==> src/rtl/hazard_forward_unit.sv <==
// Hazard/forwarding unit for the 5-stage RV32I pipeline: per-operand M/W forwarding plus load-use stall FSM.
// Latency: forward selects, SrcE and stall/flush outputs are combinational; RsE is registered from Decode.
// Backpressure: a load-use hazard holds F/D and bubbles E for LOAD_LAT cycles; a taken branch overrides it.
// Optional: define HAZARD_PERF_CNT_EN to add StallCnt/FwdCnt performance counters.
module hazard_forward_unit #(
  parameter int WIDTH    = 32,
  parameter int NPORTS   = 2,
  parameter int LOAD_LAT = 1
) (
  input  logic                    clk,
  input  logic                    rst,
  input  logic [NPORTS*5-1:0]     RsD,
  input  logic [NPORTS-1:0]       RsUsedD,
  input  logic [4:0]              RdE,
  input  logic [4:0]              RdM,
  input  logic [4:0]              RdW,
  input  logic                    RegWriteE,
  input  logic                    RegWriteM,
  input  logic                    RegWriteW,
  input  logic                    MemReadE,
  input  logic                    MemReadM,
  input  logic                    PCSrcE,
  input  logic [NPORTS*WIDTH-1:0] RDE,
  input  logic [WIDTH-1:0]        ALUResultM,
  input  logic [WIDTH-1:0]        ResultW,
  output logic [NPORTS*WIDTH-1:0] SrcE,
  output logic [NPORTS*2-1:0]     ForwardE,
`ifdef HAZARD_PERF_CNT_EN
  output logic [31:0]             StallCnt,
  output logic [31:0]             FwdCnt,
`endif
  output logic                    StallF,
  output logic                    StallD,
  output logic                    FlushD,
  output logic                    FlushE
);

  typedef enum logic {S_IDLE = 1'b0, S_WAIT = 1'b1} state_t;

  localparam logic [2:0] LAT_M1 = 3'(LOAD_LAT - 1);

  logic [NPORTS*5-1:0] rs_e_q;
  logic [NPORTS-1:0]   rs_used_e_q;
  logic [NPORTS*2-1:0] fwd_sel;
  logic                loaduse;
  state_t              state_q, state_d;
  logic [2:0]          cnt_q, cnt_d;
  logic                stall, flush_d, flush_e;

  // A load always writes its destination, so RegWriteE adds nothing to load-use detection.
  logic unused_regwrite_e;
  assign unused_regwrite_e = RegWriteE;

  // Source indices follow the D/E register: bubble on FlushE, hold on StallD.
  always_ff @(posedge clk or posedge rst) begin
    if (rst) begin
      rs_e_q      <= '0;
      rs_used_e_q <= '0;
    end else if (FlushE) begin
      rs_e_q      <= '0;
      rs_used_e_q <= '0;
    end else if (!StallD) begin
      rs_e_q      <= RsD;
      rs_used_e_q <= RsUsedD;
    end
  end

  // Per-port forward select: M beats W, x0 and loads in M never forward.
  always_comb begin
    fwd_sel = '0;
    for (int p = 0; p < NPORTS; p++) begin
      if (rs_used_e_q[p] && (rs_e_q[5*p +: 5] != 5'd0)) begin
        if (RegWriteM && !MemReadM && (RdM == rs_e_q[5*p +: 5]))
          fwd_sel[2*p +: 2] = 2'b10;
        else if (RegWriteW && (RdW == rs_e_q[5*p +: 5]))
          fwd_sel[2*p +: 2] = 2'b01;
      end
    end
  end

  assign ForwardE = fwd_sel;

  // Operand mux; the unused code 11 falls back to the register-file value.
  always_comb begin
    SrcE = '0;
    for (int p = 0; p < NPORTS; p++) begin
      case (fwd_sel[2*p +: 2])
        2'b10:   SrcE[WIDTH*p +: WIDTH] = ALUResultM;
        2'b01:   SrcE[WIDTH*p +: WIDTH] = ResultW;
        default: SrcE[WIDTH*p +: WIDTH] = RDE[WIDTH*p +: WIDTH];
      endcase
    end
  end

  // Load in E whose destination (non-x0) is read by the instruction in Decode.
  always_comb begin
    loaduse = 1'b0;
    for (int p = 0; p < NPORTS; p++) begin
      if (RsUsedD[p] && (RsD[5*p +: 5] == RdE))
        loaduse = 1'b1;
    end
    loaduse = loaduse && MemReadE && (RdE != 5'd0);
  end

  // Stall FSM state and bubble counter.
  always_ff @(posedge clk or posedge rst) begin
    if (rst) begin
      state_q <= S_IDLE;
      cnt_q   <= 3'd0;
    end else begin
      state_q <= state_d;
      cnt_q   <= cnt_d;
    end
  end

  // Next state and stall/flush controls; a taken branch always wins over a stall.
  always_comb begin
    state_d = state_q;
    cnt_d   = cnt_q;
    stall   = 1'b0;
    flush_d = 1'b0;
    flush_e = 1'b0;
    case (state_q)
      S_IDLE: begin
        if (PCSrcE) begin
          flush_d = 1'b1;
          flush_e = 1'b1;
        end else if (loaduse) begin
          stall   = 1'b1;
          flush_e = 1'b1;
          if (LOAD_LAT > 1) begin
            state_d = S_WAIT;
            cnt_d   = LAT_M1;
          end
        end
      end
      S_WAIT: begin
        if (PCSrcE) begin
          flush_d = 1'b1;
          flush_e = 1'b1;
          state_d = S_IDLE;
          cnt_d   = 3'd0;
        end else begin
          stall   = 1'b1;
          flush_e = 1'b1;
          cnt_d   = cnt_q - 3'd1;
          if (cnt_q == 3'd1)
            state_d = S_IDLE;
        end
      end
      default: begin
        state_d = S_IDLE;
        cnt_d   = 3'd0;
      end
    endcase
  end

  // Controls read as idle while reset is held, even if hazard inputs are still live.
  assign StallF = stall & ~rst;
  assign StallD = stall & ~rst;
  assign FlushD = flush_d & ~rst;
  assign FlushE = flush_e & ~rst;

`ifdef HAZARD_PERF_CNT_EN
  logic [31:0] fwd_inc;

  // Number of ports taking a forwarded value this cycle.
  always_comb begin
    fwd_inc = '0;
    for (int p = 0; p < NPORTS; p++) begin
      if (fwd_sel[2*p +: 2] != 2'b00)
        fwd_inc = fwd_inc + 32'd1;
    end
  end

  // Free-running wrap-around performance counters.
  always_ff @(posedge clk or posedge rst) begin
    if (rst) begin
      StallCnt <= '0;
      FwdCnt   <= '0;
    end else begin
      if (StallD)
        StallCnt <= StallCnt + 32'd1;
      FwdCnt <= FwdCnt + fwd_inc;
    end
  end
`endif

endmodule
==> config.mk <==
export PLATFORM = sky130hd
export DESIGN_NAME = hazard_forward_unit
export DESIGN_NICKNAME = d
export VERILOG_FILES = /design/src/rtl/hazard_forward_unit.sv
export SDC_FILE = /design/constraint.sdc
export NUM_CORES = 1
export LEC_CHECK = 0
export ABC_AREA = 0
export ABC_CLOCK_PERIOD_IN_PS = 6000
export CAP_MARGIN = 10
export CORE_ASPECT_RATIO = 0.7
export CORE_MARGIN = 2
export CORE_UTILIZATION = 32
export CTS_CLUSTER_SIZE = 25
export DETAILED_ROUTE_END_ITERATION = 12
export GPL_TIMING_DRIVEN = 0
export PLACE_DENSITY = 0.93
export SLEW_MARGIN = 15
export SYNTH_ARGS = -nofsm -noshare
export SYNTH_HDL_FRONTEND = slang
export SYNTH_SLANG_ARGS = --single-unit
==> constraint.sdc <==
create_clock -name clk -period 6 [get_ports clk]
set_input_delay 1.2 -clock clk [delete_from_list [all_inputs] [get_ports clk]]
set_output_delay 1.2 -clock clk [all_outputs]
set_load 0.005 [all_outputs]
==> metrics.cfg, run 1 <==
[grt]
grt_pass1_vias = 3615
grt_max_degree = 18
antenna_found_initial = 0
gr-total-overflow = 0
grtUsageTotal = 0.304
grt_first_pass_wirelength_um = 18800

[die]
die_h_um = 75.4
initial_core_util = 0.338
core_mm2 = 0.00688
die_w_um = 106
num_rows = 25
dieArea_mm2 = 0.00798
top_level_ports = 235

[placed_design]
gp_congestion = 0.961
hpwl_um = 11000
portBuffers = 232

[sta]
fmax_ghz = 0.173
skew_ns = 0.00379
finalHoldViolations = 0
finalSetupViolCount = 0
setup-tns-final_ns = 0
worst_pin_slew_ns = 0.619
drv_slew = 0
finalCritPeriodShare = 0.966
min_period_ns = 5.79
worst_hold_slack_ns = 0.574
rsz0062_at_grt = false
maxSlewHeadroom = 0.587

[logic_synthesis]
ys_async_sr_fraction = 1.00
syn-cell-area_mm2 = 0.00233
synth.avg_cell_area_um2 = 6.95
synth_edf_count = 0
yosys_register_bits = 16
yosysMostFrequentCell = o21ai_0
synth_nets = 504
synth_area_leaders = a22oi_1, dfrtp_1, o21ai_0
postSynthCellCount = 335
synth_area_leader_cell = a22oi_1
synthFlopType = dfrtp_1
synth_common_cells = o21ai_0, nand2_1, a22oi_1
yosysTopAreaCellShare = 0.206
seq_area_frac_synth = 0.172
ys_types = 34
yosys_warnings = 0

[detailed_routing]
drt_iter0_markers = 339
vias_per_cell = 5.70
via_count = 3791
drc = 0
totalWireLength_um = 13300
top_layer = met4
drt-pass1-iter-count = 5
routedWlPerCell_um = 20.0
m1WireLength_um = 4880
met2_length_um = 6670
ant_nets = 0
route.met3.wl_um = 1370

[worst_hold_path]
hp-start = cnt_q[2]
hp-class = flip-flop to flip-flop
whs_endpoint = state_q
whs_path_depth = 2

[power]
vdd_drop_max_v = 0.000136
power_mw = 0.464
p_leak_nw = 1.81
p_per_area_mw_per_mm2 = 96.2

[worst_setup_path]
arrival_ns = 4.59
reg2reg_setup_slack_ns = 4.43
r2r_end = rs_e_q[0]
cp.required_ns = 4.80
crit_type = input pin to primary output
crit_fanout = 10
rr_worst_depth = 3
startpoint_type = input pin
r2r_start = state_q
end_kind = primary output

[clock_tree]
root_buffer = clkbuf_8
clockBufferDepth = 2
clkTransAtPathRegs_ns = 0.06
cts_setup_buffers = 0
clock_latency_ns = 0.25
cts-htree-levels = 1
hold_buffers = 0
clock_sinks = 16
cts_tree = yes
cts_buffers = 3

[run]
maxCapViolCount = 0

[layout]
syn_to_final_growth_pct = 107
drive_above_1_share = 0.0245
antenna_cells = 0
finalNetCount = 741

[run_status]
status = finished clean

==> state kept, by name (all words and copies together) (netlist names) <==
signal       count
rs_e_q          10
state_q          1
cnt_q            3
rs_used_e_q      2
==> repair_timing <==
item | CTS | global route
setup endpoints to repair | 0 | 19
hold endpoints to repair | 0 | 0
gates resized for setup | 0 | 6
==> cell type report <==
cell class / instances / area [um2]
repair buffers: 232 / 2320
fillers: 565 / 2060
multi-input cells: 282 / 1770
flip-flops and latches: 16 / 400
plain buffers: 32 / 139
well taps: 94 / 118
clock buffers: 4 / 55.1
inverters: 5 / 18.8
==> through the flow <==
stage / setup WS (ns) / instance area [um2] / instances / utilization
floorplan: 1.81 / 2330 / 335 / -
global placement: 0.258 / 4770 / 661 / 0.693
detailed placement: 0.164 / 4770 / 661 / 0.693
CTS: 0.153 / 4820 / 665 / 0.701
global route: 0.00116 / 4830 / 665 / 0.701
finish: 0.207 / 4830 / 665 / 0.701
==> how the worst max path moves through the flow <==
stage           start  endpoint  slack, ns  cells after the start
3_5_place_dp   RdM[4]  SrcE[61]       0.16                     11
3_3_place_gp   RdM[4]  SrcE[61]       0.26                     11
2_1_floorplan  RdM[4]  SrcE[32]       1.81                      9
6_report       RdM[4]  SrcE[15]       0.21                     10
5_1_grt        RdM[4]  SrcE[43]      0.001                     10
4_1_cts        RdM[4]  SrcE[61]       0.15                     11
==> layout by cell type, fill, tap and decap left out, drive strengths merged, types with 2 or more instances in the layout <==
cell	synthesis	layout
xor2	17	17
ha	6	6
dfrtp	16	16
nor3	2	2
nand2	67	67
clkdlybuf4s50	0	232
nor4	5	5
buf	3	3
a22oi	64	64
o21ai	69	69
inv	5	5
nand2b	2	2
nand3	2	2
nor2	3	3
nand4	2	2
clkbuf	29	33
or4	5	5
xnor2	13	13
o311a	12	12
==> where the power goes <==
| part | total [mW] | internal, mW | leakage [nW] | switching [mW] |
|---|---|---|---|---|
| Combinational | 0.252 | 0.165 | 1.59 | 0.0873 |
| Sequential | 0.119 | 0.113 | 0.188 | 0.00590 |
| Clock | 0.0928 | 0.0581 | 0.0288 | 0.0346 |
==> kinds of logic (layout without fill, tap and decap cells) <==
family / count (synthesis) / after routing / synth area share
buffers and inverters: 37 / 273 / 0.0661
adder cells (fa/ha/maj): 6 / 6 / 0.0323
XOR/XNOR: 30 / 30 / 0.113
multiplexers: 1 / 1 / 0.00430
AND/OR/NAND/NOR: 94 / 94 / 0.182
flip-flops: 16 / 16 / 0.172
AO/OA/AOI/OAI: 151 / 151 / 0.430
==> routing by layer <==
layer	track usage	up-vias
met1	0.362	1782
met5	0	-
met3	0.0650	33
met4	0.0980	0
met2	0.561	241
li1	-	1735
==> critical path, stage by stage <==
cell and delay (ns):
clkdlybuf4s50_1 0.53, xnor2_1 0.15, nand4_1 0.13, or4_1 0.57, ha_1 0.30, clkbuf_1 0.36
clkbuf_1 0.47, nand2_1 0.11, o21ai_0 0.18, clkdlybuf4s50_1 0.59
Note: power is estimated with default switching activity, not from simulation.
==> run 2: changes to the inputs <==
--- a/config.mk
+++ b/config.mk
@@ -16,5 +16,5 @@
 export GPL_TIMING_DRIVEN = 0
 export PLACE_DENSITY = 0.93
-export SLEW_MARGIN = 15
+export SLEW_MARGIN = 20
 export SYNTH_ARGS = -nofsm -noshare
 export SYNTH_HDL_FRONTEND = slang
==> constraint.sdc (replaced) <==
create_clock -name clk -period 6 [get_ports clk]
set_input_delay 1.2 -clock clk [delete_from_list [all_inputs] [get_ports clk]]
set_output_delay 1.2 -clock clk [all_outputs]
set_load 0.01 [all_outputs]
==> run 2 against run 1 <==
Non-clock buffer count stayed put. Core utilization about the same. Sequential cell count unchanged.
==> metrics.cfg, run 2 (synthesized netlist as in run 1, its figures left out) <==
[clock_tree]
cts_setup_buffers = 0
root_buffer = clkbuf_8
hold_buffers = 0
cts_tree = yes
clkTransAtPathRegs_ns = 0.06
cts_buffers = 3
ctsResizeCount = 0
cts-htree-levels = 1
clock_latency_ns = 0.25
clockBufferDepth = 2
clock_sinks = 16

[worst_setup_path]
crit_fanout = 10
reg2reg_setup_slack_ns = 4.44
slowest_stage = clkdlybuf4s50_1
crit_type = input pin to primary output
cp.required_ns = 4.80
max_stage_delay_ns = 0.62
end_kind = primary output
arrival_ns = 4.60
startpoint_type = input pin
r2r_start = state_q
path_cells = clkdlybuf4s50_1 -> xnor2_1 -> nand4_1 -> or4_1 -> ha_1 -> clkbuf_1 -> clkbuf_1 -> nand2_1 -> o21ai_0 -> clkdlybuf4s50_1
rr_worst_depth = 3
r2r_end = rs_e_q[0]

[die]
dieArea_mm2 = 0.00798
die_h_um = 75.4
top_level_ports = 235
core_mm2 = 0.00688
num_rows = 25
die_w_um = 106
initial_core_util = 0.338

[placed_design]
placed_area_mm2 = 0.00477
hpwl_um = 11000
numPlacedInstances = 661
portBuffers = 232
gp_congestion = 0.961

[sta]
rsz0062_at_grt = false
drv_slew = 0
worst_hold_slack_ns = 0.574
maxSlewHeadroom = 0.587
fmax_ghz = 0.172
finalSetupViolCount = 0
skew_ns = 0.00379
finalHoldViolations = 0
setup-tns-final_ns = 0
worst_pin_slew_ns = 0.620
min_period_ns = 5.80
finalCritPeriodShare = 0.966

[grt]
grt_first_pass_wirelength_um = 18800
gr-total-overflow = 0
antenna_found_initial = 0
grt_max_degree = 18
grt_pass1_vias = 3615
grtUsageTotal = 0.304

[layout]
final_cell_area_mm2 = 0.00483
top_register = rs_e_q
antenna_cells = 0
final_common_cell = clkdlybuf4s50_1
largest_reg_flops = 10
instances_no_fill = 665
finalNetCount = 741
utilization = 0.702
drive_above_1_share = 0.0280
final_cell_mix = clkdlybuf4s50_1, o21ai_0, nand2_1, a22oi_1, clkbuf_1
syn_to_final_growth_pct = 107
largestRegisters = rs_e_q: 10 flops, cnt_q: 3 flops, rs_used_e_q: 2 flops

[run]
maxCapViolCount = 0

[detailed_routing]
vias_per_cell = 5.69
drt_iter0_markers = 358
ant_nets = 0
drt-pass1-iter-count = 6
routedWlPerCell_um = 20.1
totalWireLength_um = 13400
via_count = 3784
drc = 0

[power]
p_clk_frac = 0.195
switchingPower_mw = 0.138
switching_share = 0.291
vdd_drop_max_v = 0.000136
p_leak_nw = 1.81
p_comb_frac = 0.554
pwr-share-seq = 0.251
p_int_mw = 0.337
p_per_area_mw_per_mm2 = 98.4

[worst_hold_path]
whs_endpoint = state_q
hp-class = flip-flop to flip-flop
hp-start = cnt_q[2]
whs_path_depth = 2

[run_status]
status = finished clean

[run 2: layer usage]
metal / GRT usage / up-vias / part of all wire
li1: - / 1733 / -
met1: 0.362 / 1798 / 0.38
met4: 0.0980 / 0 / 0.029
met5: 0 / - / 0
met3: 0.0650 / 33 / 0.093
met2: 0.561 / 220 / 0.50
[run 2: worst max path at each step]
stage | end | slack, ns | startpoint | cells past startpoint
2_1_floorplan | SrcE[34] | 1.68 | RdM[4] | 8
3_3_place_gp | SrcE[61] | 0.22 | RdM[4] | 11
3_5_place_dp | SrcE[61] | 0.13 | RdM[4] | 11
4_1_cts | SrcE[61] | 0.12 | RdM[4] | 11
5_1_grt | SrcE[31] | 0.01 | RdM[4] | 10
6_report | SrcE[15] | 0.20 | RdM[4] | 10
[run 2: worst max-delay path, delay by kind of cell]
| family | cells | cell delay, ns |
|---|---|---|
| fa+ha+maj | 1 | 0.30 |
| buf+inv | 4 | 1.97 |
| simple gates | 3 | 0.80 |
| compound gates | 1 | 0.18 |
| xor+xnor | 1 | 0.15 |
[run 2: through the flow]
| stage | power, mW | worst slack [ns] |
|---|---|---|
| global placement | 0.375 | 0.224 |
| global route | 0.497 | 0.0127 |
| detailed placement | 0.380 | 0.130 |
| floorplan | 0.193 | 1.68 |
| CTS | 0.475 | 0.119 |
| finish | 0.475 | 0.201 |
[run 2: area by class of cell]
class                      instances  area, um2
clock buffer                       4       55.1
buffer                            32        141
sequential                        16        400
tap                               94        118
fill                             566       2050
multi-input combinational        282       1770
timing repair buffer             232       2320
inverter                           5       18.8
[run 2: power groups by stage]
stage / Combinational [mW] / Clock, mW / Sequential [mW]
detailed placement: 0.258 / 0 / 0.121
finish: 0.263 / 0.0928 / 0.119
floorplan: 0.0742 / 0 / 0.119
global route: 0.278 / 0.0995 / 0.120
global placement: 0.254 / 0 / 0.121
CTS: 0.260 / 0.0952 / 0.119
==> run 3: changes to the inputs <==
- CORE_MARGIN: 2 -> unset
==> run 3 against run 2 <==
Non-clock buffer count did not move. Clock power fell by 19%. Count of clock-buffer cells in the layout fell by 1. Setup slack improved by 0.080 ns. Hold slack got worse by 0.0050 ns. Final area fell by 0.36%. Via count fell by 1.7%. Largest cell class unchanged. Highest routed layer unchanged.
==> metrics.cfg, run 3 (synthesized netlist as in run 1, its figures left out) <==
[grt]
antenna_found_initial = 0
grt_pass1_vias = 3495
grt_max_degree = 18
gr-total-overflow = 0
grt_first_pass_wirelength_um = 19200
grtUsageTotal = 0.323

[worst_setup_path]
r2r_start = state_q
r2r_end = rs_e_q[2]
crit_fanout = 10
end_kind = primary output
crit_type = input pin to primary output
rr_worst_depth = 3
cp.required_ns = 4.80
arrival_ns = 4.52
startpoint_type = input pin
reg2reg_setup_slack_ns = 4.42

[placed_design]
numPlacedInstances = 661
portBuffers = 232
hpwl_um = 10900
gp_congestion = 0.962

[sta]
fmax_ghz = 0.175
finalSetupViolCount = 0
min_period_ns = 5.72
setup-tns-final_ns = 0
worst_pin_slew_ns = 0.595
finalCritPeriodShare = 0.953
maxSlewHeadroom = 0.603
skew_ns = 0.00340
finalHoldViolations = 0
worst_hold_slack_ns = 0.569
rsz0062_at_grt = false
drv_slew = 0

[worst_hold_path]
hp-class = flip-flop to flip-flop
hp-start = cnt_q[0]
whs_endpoint = cnt_q[0]
whs_path_depth = 2

[die]
core_mm2 = 0.00688
num_rows = 25
die_h_um = 73.4
die_w_um = 104
top_level_ports = 235
dieArea_mm2 = 0.00762
initial_core_util = 0.338

[detailed_routing]
totalWireLength_um = 13300
routedWlPerCell_um = 20.0
via_count = 3721
drt-pass1-iter-count = 5
drt_iter0_markers = 348
ant_nets = 0
drc = 0
vias_per_cell = 5.60

[layout]
drive_above_1_share = 0.0211
top_register = rs_e_q
instances_no_fill = 664
syn_to_final_growth_pct = 107
nFillCells = 592
largest_reg_flops = 10
antenna_cells = 0
largestRegisters = rs_e_q: 10 flops, cnt_q: 3 flops, rs_used_e_q: 2 flops
final_common_cell = clkdlybuf4s50_1
finalNetCount = 741
final_cell_mix = clkdlybuf4s50_1, o21ai_0, nand2_1, a22oi_1, clkbuf_1

[clock_tree]
clock_latency_ns = 0.24
cts_tree = yes
clock_sinks = 16
cts-htree-levels = 1
clockBufferDepth = 2
clkTransAtPathRegs_ns = 0.06
hold_buffers = 0
cts_buffers = 3
root_buffer = clkbuf_8

[power]
pwr-share-seq = 0.261
p_clk_frac = 0.164
p_leak_nw = 1.80
p_per_area_mw_per_mm2 = 94.9
power_mw = 0.457
switching_share = 0.293
p_int_mw = 0.323
switchingPower_mw = 0.134
p_comb_frac = 0.575
vdd_drop_max_v = 0.0000831

[run]
maxCapViolCount = 0

[run_status]
status = finished clean

run 3: cell types whose count changed in the layout (fill, tap and decap cells not counted):
cell	before	now
clkbuf_1	24	27
clkbuf_8	4	3
clkbuf_2	5	2
run 3: power groups by stage:
stage	sequential (mW)	combinational, mW	clock [mW]
finish	0.119	0.263	0.0748
CTS	0.119	0.261	0.0753
detailed placement	0.121	0.259	0
global placement	0.121	0.255	0
global route	0.120	0.278	0.0819
floorplan	0.119	0.0742	0
run 3: what timing repair did:
item / 4_1_cts / 5_1_grt
buffers inserted: 0 / 0
resized for setup: 0 / 4
setup endpoints to repair: 0 / 3
run 3: area by class of cell:
| cell class | instances | area, um2 | area share |
|---|---|---|---|
| Sequential cell | 16 | 400 | 0.0832 |
| Buffer | 32 | 138 | 0.0286 |
| Clock buffer | 3 | 41.3 | 0.00858 |
| Multi-Input combinational cell | 282 | 1770 | 0.369 |
| Tap cell | 94 | 118 | 0.0244 |
| Timing Repair Buffer | 232 | 2320 | 0.483 |
| Inverter | 5 | 18.8 | 0.00390 |
run 3: how the worst max path moves through the flow:
stage	slack, ns	startpoint	depth (start not counted)	end
after floorplan	1.68	RdM[4]	8	SrcE[34]
after global placement	0.28	RdM[4]	11	SrcE[43]
after detailed placement	0.22	RdM[4]	11	SrcE[43]
after CTS	0.22	RdM[4]	11	SrcE[43]
after global routing	0.05	RdM[4]	11	SrcE[62]
final	0.28	RdM[4]	10	SrcE[54]
run 3: through the flow:
step	utilization	cell area, um2	setup WS (ns)
6_report	0.699	4810	0.281
5_1_grt	0.699	4810	0.0479
4_1_cts	0.699	4810	0.218
3_3_place_gp	0.693	4770	0.276
2_1_floorplan	-	2330	1.68
3_5_place_dp	0.693	4770	0.224
run 3: critical path, stage by stage:
cell and delay (ns):
clkdlybuf4s50_1 0.46, xor2_1 0.18, nor4_1 0.38, nand3b_1 0.14, or2_2 0.31, ha_1 0.27
clkbuf_1 0.35, clkbuf_1 0.44, o21ai_0 0.23, clkdlybuf4s50_1 0.55
run 3: metal layers:
layer,wire length (um),share of wire,vias up,global-route usage
met4,380,0.029,0,0.0952
met3,1190,0.090,32,0.0550
met5,0,0,-,0
met1,5190,0.39,1737,0.407
met2,6530,0.49,222,0.575
li1,-,-,1730,-
